--- src/rtl/trap_controller_pkg.sv ---
// Shared definitions for the machine-mode trap controller: FSM states,
// exception/interrupt cause codes and the implemented-interrupt mask.
package trap_controller_pkg;

  typedef enum logic [1:0] {
    ST_IDLE     = 2'd0,
    ST_SAVE     = 2'd1,
    ST_REDIRECT = 2'd2,
    ST_RETURN   = 2'd3
  } state_t;

  localparam logic [4:0] EXC_ILLEGAL   = 5'd2;
  localparam logic [4:0] EXC_EBREAK    = 5'd3;
  localparam logic [4:0] EXC_ECALL     = 5'd11;

  localparam logic [4:0] IRQ_MSI       = 5'd3;
  localparam logic [4:0] IRQ_MTI       = 5'd7;
  localparam logic [4:0] IRQ_MEI       = 5'd11;
  localparam int         IRQ_FAST_BASE = 16;

  // Only MSI/MTI/MEI and the implemented fast lines may ever raise a trap.
  function automatic logic [31:0] irq_valid_mask(input int fast_irqs);
    logic [31:0] mask;
    mask          = '0;
    mask[IRQ_MSI] = 1'b1;
    mask[IRQ_MTI] = 1'b1;
    mask[IRQ_MEI] = 1'b1;
    for (int i = 0; i < 16; i++) begin
      if (i < fast_irqs) mask[IRQ_FAST_BASE + i] = 1'b1;
    end
    return mask;
  endfunction

endpackage

--- src/rtl/trap_controller_if.sv ---
// Core/CSR-side signal bundle of the trap controller; the slave modport is
// the controller itself, the master modport is the core and CSR unit.
interface trap_controller_if;

  logic        mstatus_mie;
  logic [31:0] csr_mie;
  logic [31:0] csr_mip;
  logic [31:0] csr_mtvec;
  logic [31:0] csr_mepc;
  logic        retire;
  logic [31:0] next_pc;
  logic        exc_illegal;
  logic        exc_ecall;
  logic        exc_ebreak;
  logic [31:0] exc_pc;
  logic [31:0] exc_tval;
  logic        mret;

  logic        stall;
  logic        trap_we;
  logic [31:0] trap_mepc;
  logic [31:0] trap_mcause;
  logic [31:0] trap_mtval;
  logic        mstatus_trap;
  logic        mstatus_mret;
  logic        redirect_valid;
  logic [31:0] redirect_pc;
  logic        interrupt_pending;

  modport slave (
    input  mstatus_mie, csr_mie, csr_mip, csr_mtvec, csr_mepc, retire, next_pc,
           exc_illegal, exc_ecall, exc_ebreak, exc_pc, exc_tval, mret,
    output stall, trap_we, trap_mepc, trap_mcause, trap_mtval, mstatus_trap,
           mstatus_mret, redirect_valid, redirect_pc, interrupt_pending
  );

  modport master (
    output mstatus_mie, csr_mie, csr_mip, csr_mtvec, csr_mepc, retire, next_pc,
           exc_illegal, exc_ecall, exc_ebreak, exc_pc, exc_tval, mret,
    input  stall, trap_we, trap_mepc, trap_mcause, trap_mtval, mstatus_trap,
           mstatus_mret, redirect_valid, redirect_pc, interrupt_pending
  );

endinterface

--- src/rtl/trap_controller_irq_priority_encoder.sv ---
// Picks the highest-priority pending interrupt:
// MEI > MSI > MTI > fast 16 > 17 > ... > 31.
module irq_priority_encoder
  import trap_controller_pkg::*;
(
  input  logic [31:0] pending,
  output logic        valid,
  output logic [4:0]  code
);

  // Later assignments override earlier ones, so the walk runs from lowest
  // to highest priority.
  always_comb begin
    valid = 1'b0;
    code  = '0;
    for (int i = 31; i >= IRQ_FAST_BASE; i--) begin
      if (pending[i]) begin
        valid = 1'b1;
        code  = 5'(i);
      end
    end
    if (pending[IRQ_MTI]) begin
      valid = 1'b1;
      code  = IRQ_MTI;
    end
    if (pending[IRQ_MSI]) begin
      valid = 1'b1;
      code  = IRQ_MSI;
    end
    if (pending[IRQ_MEI]) begin
      valid = 1'b1;
      code  = IRQ_MEI;
    end
  end

endmodule

--- src/rtl/trap_controller.sv ---
// Machine-mode trap entry / mret sequencer: prioritises exceptions and
// interrupts, drives the CSR trap port and issues the PC redirect.
module trap_controller
  import trap_controller_pkg::*;
#(
  parameter int          FAST_IRQS    = 16,
  parameter logic [31:0] RESET_VECTOR = 32'h0000_0000
) (
  input  logic              clk,
  input  logic              reset,
  trap_controller_if.slave  bus
);

  localparam logic [31:0] VALID_MASK = irq_valid_mask(FAST_IRQS);

  state_t      state;
  state_t      state_next;

  logic [31:0] pending;
  logic        irq_valid;
  logic [4:0]  irq_code;
  logic        irq_req;

  logic        exc_any;
  logic [4:0]  exc_code;
  logic        idle_ok;
  logic        accept_exc;
  logic        accept_mret;
  logic        accept_irq;

  logic [4:0]  cause_code;
  logic        cause_irq;
  logic [31:0] mepc_q;
  logic [31:0] mtval_q;

  logic [31:0] trap_base;
  logic [31:0] trap_target;

  logic        stall;
  logic        trap_we;
  logic [31:0] trap_mepc;
  logic [31:0] trap_mcause;
  logic [31:0] trap_mtval;
  logic        mstatus_trap;
  logic        mstatus_mret;
  logic        redirect_valid;
  logic [31:0] redirect_pc;

  assign pending = bus.csr_mie & bus.csr_mip & VALID_MASK;

  irq_priority_encoder u_irq_priority_encoder (
    .pending (pending),
    .valid   (irq_valid),
    .code    (irq_code)
  );

  assign irq_req               = bus.mstatus_mie & irq_valid;
  assign bus.interrupt_pending = irq_req;

  // Exceptions beat mret, mret beats interrupts; nothing is accepted
  // outside IDLE or while reset is asserted.
  always_comb begin
    exc_any     = bus.exc_illegal | bus.exc_ecall | bus.exc_ebreak;
    exc_code    = bus.exc_illegal ? EXC_ILLEGAL :
                  bus.exc_ebreak  ? EXC_EBREAK  : EXC_ECALL;
    idle_ok     = (state == ST_IDLE) & ~reset;
    accept_exc  = idle_ok & exc_any;
    accept_mret = idle_ok & ~exc_any & bus.mret;
    accept_irq  = idle_ok & ~exc_any & ~bus.mret & irq_req & bus.retire;
  end

  always_ff @(posedge clk) begin
    if (reset) begin
      state      <= ST_IDLE;
      cause_code <= '0;
      cause_irq  <= 1'b0;
      mepc_q     <= '0;
      mtval_q    <= '0;
    end else begin
      state <= state_next;
      if (accept_exc) begin
        cause_code <= exc_code;
        cause_irq  <= 1'b0;
        mepc_q     <= bus.exc_pc;
        mtval_q    <= bus.exc_tval;
      end else if (accept_irq) begin
        cause_code <= irq_code;
        cause_irq  <= 1'b1;
        mepc_q     <= bus.next_pc;
        mtval_q    <= '0;
      end
    end
  end

  // Vectored offset applies only to interrupts; mtvec==0 falls back to
  // the reset vector.
  always_comb begin
    trap_base   = (bus.csr_mtvec == 32'h0) ? RESET_VECTOR
                                            : {bus.csr_mtvec[31:2], 2'b00};
    trap_target = trap_base;
    if (bus.csr_mtvec[0] && cause_irq) begin
      trap_target = trap_base + {25'b0, cause_code, 2'b00};
    end
  end

  always_comb begin
    state_next     = state;
    stall          = 1'b0;
    trap_we        = 1'b0;
    trap_mepc      = '0;
    trap_mcause    = '0;
    trap_mtval     = '0;
    mstatus_trap   = 1'b0;
    mstatus_mret   = 1'b0;
    redirect_valid = 1'b0;
    redirect_pc    = '0;
    case (state)
      ST_IDLE: begin
        stall = accept_exc | accept_mret | accept_irq;
        if (accept_exc || accept_irq) state_next = ST_SAVE;
        else if (accept_mret)         state_next = ST_RETURN;
      end
      ST_SAVE: begin
        stall        = 1'b1;
        trap_we      = 1'b1;
        mstatus_trap = 1'b1;
        trap_mepc    = mepc_q;
        trap_mcause  = {cause_irq, 26'b0, cause_code};
        trap_mtval   = mtval_q;
        state_next   = ST_REDIRECT;
      end
      ST_REDIRECT: begin
        stall          = 1'b1;
        redirect_valid = 1'b1;
        redirect_pc    = trap_target;
        state_next     = ST_IDLE;
      end
      ST_RETURN: begin
        stall          = 1'b1;
        redirect_valid = 1'b1;
        mstatus_mret   = 1'b1;
        redirect_pc    = {bus.csr_mepc[31:2], 2'b00};
        state_next     = ST_IDLE;
      end
      default: state_next = ST_IDLE;
    endcase
  end

  assign bus.stall          = stall;
  assign bus.trap_we        = trap_we;
  assign bus.trap_mepc      = trap_mepc;
  assign bus.trap_mcause    = trap_mcause;
  assign bus.trap_mtval     = trap_mtval;
  assign bus.mstatus_trap   = mstatus_trap;
  assign bus.mstatus_mret   = mstatus_mret;
  assign bus.redirect_valid = redirect_valid;
  assign bus.redirect_pc    = redirect_pc;

endmodule

--- src/flat_wrapper.sv ---
// flat-port wrapper written by rule: the top's interface ports become plain ports
module trap_controller_flat import trap_controller_pkg::*;
#(
  parameter int          FAST_IRQS    = 16,
  parameter logic [31:0] RESET_VECTOR = 32'h0000_0000
)
  (clk, reset, bus_mstatus_mie, bus_csr_mie, bus_csr_mip, bus_csr_mtvec, bus_csr_mepc, bus_retire, bus_next_pc, bus_exc_illegal, bus_exc_ecall, bus_exc_ebreak, bus_exc_pc, bus_exc_tval, bus_mret, bus_stall, bus_trap_we, bus_trap_mepc, bus_trap_mcause, bus_trap_mtval, bus_mstatus_trap, bus_mstatus_mret, bus_redirect_valid, bus_redirect_pc, bus_interrupt_pending);
  trap_controller_if bus_i ();
  input  logic clk;
  input  logic reset;
  input wire logic [$bits(bus_i.mstatus_mie)-1:0] bus_mstatus_mie;
  input wire logic [$bits(bus_i.csr_mie)-1:0] bus_csr_mie;
  input wire logic [$bits(bus_i.csr_mip)-1:0] bus_csr_mip;
  input wire logic [$bits(bus_i.csr_mtvec)-1:0] bus_csr_mtvec;
  input wire logic [$bits(bus_i.csr_mepc)-1:0] bus_csr_mepc;
  input wire logic [$bits(bus_i.retire)-1:0] bus_retire;
  input wire logic [$bits(bus_i.next_pc)-1:0] bus_next_pc;
  input wire logic [$bits(bus_i.exc_illegal)-1:0] bus_exc_illegal;
  input wire logic [$bits(bus_i.exc_ecall)-1:0] bus_exc_ecall;
  input wire logic [$bits(bus_i.exc_ebreak)-1:0] bus_exc_ebreak;
  input wire logic [$bits(bus_i.exc_pc)-1:0] bus_exc_pc;
  input wire logic [$bits(bus_i.exc_tval)-1:0] bus_exc_tval;
  input wire logic [$bits(bus_i.mret)-1:0] bus_mret;
  output wire logic [$bits(bus_i.stall)-1:0] bus_stall;
  output wire logic [$bits(bus_i.trap_we)-1:0] bus_trap_we;
  output wire logic [$bits(bus_i.trap_mepc)-1:0] bus_trap_mepc;
  output wire logic [$bits(bus_i.trap_mcause)-1:0] bus_trap_mcause;
  output wire logic [$bits(bus_i.trap_mtval)-1:0] bus_trap_mtval;
  output wire logic [$bits(bus_i.mstatus_trap)-1:0] bus_mstatus_trap;
  output wire logic [$bits(bus_i.mstatus_mret)-1:0] bus_mstatus_mret;
  output wire logic [$bits(bus_i.redirect_valid)-1:0] bus_redirect_valid;
  output wire logic [$bits(bus_i.redirect_pc)-1:0] bus_redirect_pc;
  output wire logic [$bits(bus_i.interrupt_pending)-1:0] bus_interrupt_pending;
  assign bus_i.mstatus_mie = bus_mstatus_mie;
  assign bus_i.csr_mie = bus_csr_mie;
  assign bus_i.csr_mip = bus_csr_mip;
  assign bus_i.csr_mtvec = bus_csr_mtvec;
  assign bus_i.csr_mepc = bus_csr_mepc;
  assign bus_i.retire = bus_retire;
  assign bus_i.next_pc = bus_next_pc;
  assign bus_i.exc_illegal = bus_exc_illegal;
  assign bus_i.exc_ecall = bus_exc_ecall;
  assign bus_i.exc_ebreak = bus_exc_ebreak;
  assign bus_i.exc_pc = bus_exc_pc;
  assign bus_i.exc_tval = bus_exc_tval;
  assign bus_i.mret = bus_mret;
  assign bus_stall = bus_i.stall;
  assign bus_trap_we = bus_i.trap_we;
  assign bus_trap_mepc = bus_i.trap_mepc;
  assign bus_trap_mcause = bus_i.trap_mcause;
  assign bus_trap_mtval = bus_i.trap_mtval;
  assign bus_mstatus_trap = bus_i.mstatus_trap;
  assign bus_mstatus_mret = bus_i.mstatus_mret;
  assign bus_redirect_valid = bus_i.redirect_valid;
  assign bus_redirect_pc = bus_i.redirect_pc;
  assign bus_interrupt_pending = bus_i.interrupt_pending;
  trap_controller #(.FAST_IRQS(FAST_IRQS), .RESET_VECTOR(RESET_VECTOR)) u_core (.clk(clk), .reset(reset), .bus(bus_i));
endmodule
--- config.mk ---
export PLATFORM = sky130hd
export DESIGN_NAME = trap_controller_flat
export DESIGN_NICKNAME = d
export VERILOG_FILES = /design/src/rtl/trap_controller_pkg.sv /design/src/rtl/trap_controller_if.sv /design/src/rtl/trap_controller_irq_priority_encoder.sv /design/src/rtl/trap_controller.sv /design/src/flat_wrapper.sv
export SDC_FILE = /design/constraint.sdc
export NUM_CORES = 1
export LEC_CHECK = 0
export ABC_AREA = 1
export CORE_MARGIN = 4
export CORE_UTILIZATION = 25
export DETAILED_ROUTE_END_ITERATION = 16
export PLACE_DENSITY = 0.64
export RECOVER_POWER = 25
export SETUP_SLACK_MARGIN = 0.15
export SYNTH_ARGS = -nofsm -noshare
export SYNTH_HDL_FRONTEND = slang
export SYNTH_SLANG_ARGS = --single-unit
--- constraint.sdc ---
create_clock -name clk -period 6.43 [get_ports clk]
set_input_delay 1.929 -clock clk [delete_from_list [all_inputs] [get_ports clk]]
set_output_delay 1.929 -clock clk [all_outputs]
set_load 0.01 [all_outputs]
==> impl_metrics.json <==
{
  "fmax_mhz": 163,
  "dp_hpwl_um": 15900,
  "portBuffers": 308,
  "clkLatencyLatePin_ps": 340,
  "synth_edf_count": 0,
  "r2r_slack_ps": 2280,
  "cts_made_buffers": 9,
  "violations": "capacitance limit, slew limit",
  "syn_inst": 846,
  "worstHoldPathCells": 2,
  "drt-total-wl_um": 20700,
  "required_ps": 4500,
  "antenna_found_initial": 2,
  "drive_gt1_share_pct": 8.61,
  "synthFlopType": "dfxtp_1",
  "synth_top_area_share_pct": 28.7,
  "die_width_um": 150,
  "die-area_um2": 22400,
  "cts.htree.levels": 3,
  "fin_crit_sh_pct": 95.3,
  "reg2reg_from": "u_core.state[1]",
  "hp-start": "u_core.mtval_q[28]",
  "layout_setup_ws_ps": 299,
  "ir_drop_uv": 151,
  "worstRegToRegCells": 8,
  "crit_fanout": 5,
  "grt_pass1_vias": 6133,
  "cts.path.max_buffers": 2,
  "synth_area_leaders": "dfxtp_1 (29%), nand2_1 (19%), inv_1 (8.1%)",
  "vias_per_cell": 4.39,
  "yosys_warnings": 0,
  "grt_pass1_wl_um": 31200,
  "maxCapViolCount": 2,
  "ys_seq_area_share_pct": 28.7,
  "rows": 51,
  "layout_common_cells": "clkdlybuf4s50_1 (281), nand2_1 (248), inv_1 (106), nor2_1 (103), dfxtp_1 (72)",
  "gr-total-overflow": 0,
  "cts_tree": "done",
  "skew_ps": 10.5,
  "tns_ps": 0,
  "critical_path_class": "in2out",
  "crit_path_end_kind": "output port",
  "cts-root-buf": "clkbuf_16",
  "gp_congestion": 0.894,
  "initialDrtViolationCount": 182,
  "hold_viol_final": 0,
  "powerDensity_nw_per_um2": 182,
  "die-height_um": 150,
  "timing.rr.end": "u_core.mepc_q[2]",
  "core_um2": 19600,
  "dp.cells": 1402,
  "clock-sinks": 72,
  "fin_cells": 1427,
  "grt_setup_unrepaired": "no",
  "cts.clk_slew.worst_paths_ps": 70,
  "synth_top_cell_by_area": "dfxtp_1",
  "gr-usage-all-layers_pct": 17.5,
  "antenna_cells": 0,
  "fin_util_pct": 44.9,
  "syn_area_um2": 5020,
  "drc": 0,
  "min_path_type": "reg2reg",
  "ys_ff_latch": 72,
  "nNetsFinal": 1395,
  "start_kind": "primary input",
  "cts-hold-fix-buffers": 0,
  "ys_async_sr_fraction_pct": 0,
  "syn_area_per_cell_um2": 5.94,
  "firstDrtPassIters": 4,
  "yosysUniqueCellTypes": 44,
  "via_count": 6259,
  "p_leak_nw": 3.63,
  "start_util_pct": 25.6,
  "ant_nets": 0,
  "routedWlPerCell_um": 14.5,
  "area_growth_pct": 75.0,
  "power_mw": 1.60,
  "grt_max_degree": 73,
  "final_common_cell": "clkdlybuf4s50_1",
  "max-slew-margin-rel_pct": -115,
  "outcome": "finished, violations left",
  "dp_slack_ps": -524,
  "cp.arrival_ps": 4200,
  "io_pins": 366,
  "worstHoldEndpoint": "u_core.mtval_q[28]",
  "finalSetupViolCount": 0,
  "fin_crit_ps": 6130,
  "drv_slew": 103,
  "worst_pin_slew_ps": 3230
}
==> cells by family after synthesis <==
family | share of synthesized area [%]
AOI/OAI and AO/OA | 19.1
xor gates and xnor gates | 1.39
adders and majority gates | 1.64
buffers and inverters | 16.8
DFF | 28.7
other | 0.0746
and+or+nand+nor | 32.2
==> flip-flops by register name (all words and copies together) (netlist names) <==
name	cells
u_core.cause_irq	1
u_core.mepc_q	32
u_core.cause_code	5
u_core.mtval_q	32
u_core.state	2
==> where the power goes <==
part           leakage, nW  internal, mW  switching, mW
Clock                0.162         0.345          0.212
Sequential           0.592         0.492         0.0248
Combinational         2.87         0.265          0.266
Total                 3.63          1.10          0.503
==> stage by stage <==
stage / hold slack [ps] / area, um^2
detailed placement: 452 / 8360
global placement: 449 / 8360
CTS: 462 / 8760
floorplan: 439 / 5130
global route: 477 / 8790
finish: 458 / 8790
==> worst max path at each step <==
stage / startpoint / end / slack, ps / cells after the start
floorplan: bus_csr_mtvec[2] / bus_redirect_pc[28] / 670 / 16
global placement: bus_csr_mtvec[2] / bus_redirect_pc[20] / -480 / 19
detailed placement: bus_csr_mtvec[2] / bus_redirect_pc[20] / -520 / 19
CTS: bus_csr_mtvec[2] / bus_redirect_pc[10] / 160 / 18
global route: bus_csr_mtvec[3] / bus_redirect_pc[27] / 150 / 17
finish: bus_csr_mtvec[3] / bus_redirect_pc[13] / 300 / 14
==> final cells by class <==
cell class	count	area, um^2
Sequential cell	72	1440
Multi-Input combinational cell	612	2910
Fill cell	2051	10800
Clock inverter	7	103
Tap cell	265	332
Timing Repair Buffer	348	3350
Clock buffer	9	225
Inverter	114	428
==> what timing repair did <==
action	in CTS	in global routing
pin swaps	5	9
resized for setup	43	20
endpoints found under the setup margin	23	17
buffers inserted	7	2
==> cells in the mapped netlist, types with 2 or more instances <==
| master | count |
|---|---|
| nand2_1 | 252 |
| o221ai_1 | 2 |
| nand2_2 | 2 |
| nor2_2 | 7 |
| o21ai_1 | 3 |
| clkbuf_1 | 34 |
| a21oi_1 | 42 |
| buf_2 | 7 |
| dfxtp_1 | 72 |
| nand4_1 | 5 |
| a31oi_1 | 37 |
| nor2_1 | 103 |
| xnor2_1 | 2 |
| nor3_1 | 8 |
| a32o_1 | 4 |
| o31ai_1 | 2 |
| nand3_2 | 2 |
| ha_1 | 5 |
| xor2_1 | 6 |
| inv_1 | 108 |
| inv_2 | 5 |
| nor4_1 | 2 |
| nand3_1 | 14 |
| buf_4 | 32 |
| o21ai_0 | 70 |
| nor3_2 | 2 |
==> per-layer routing <==
| metal | vias up | share of wire (%) | GRT usage [%] | wire length, um |
|---|---|---|---|---|
| met5 | - | 0.12 | 0 | 25 |
| met4 | 4 | 1.4 | 4.25 | 293 |
| met3 | 24 | 11 | 6.94 | 2250 |
| met2 | 252 | 49 | 32.4 | 10100 |
| met1 | 2750 | 39 | 18.5 | 7990 |
| li1 | 3229 | - | - | - |
==> worst max-delay path: stages <==
cell	delay, ps
dlygate4sd2_1	250
buf_4	140
ha_1	260
nand3_1	90
nand2_1	80
nand2_1	60
nand2_1	60
a21oi_2	160
nor2_2	50
nand2_2	110
inv_1	70
nand2_1	130
a32o_1	230
clkdlybuf4s50_1	570
Power figures use the tool's default switching activity.
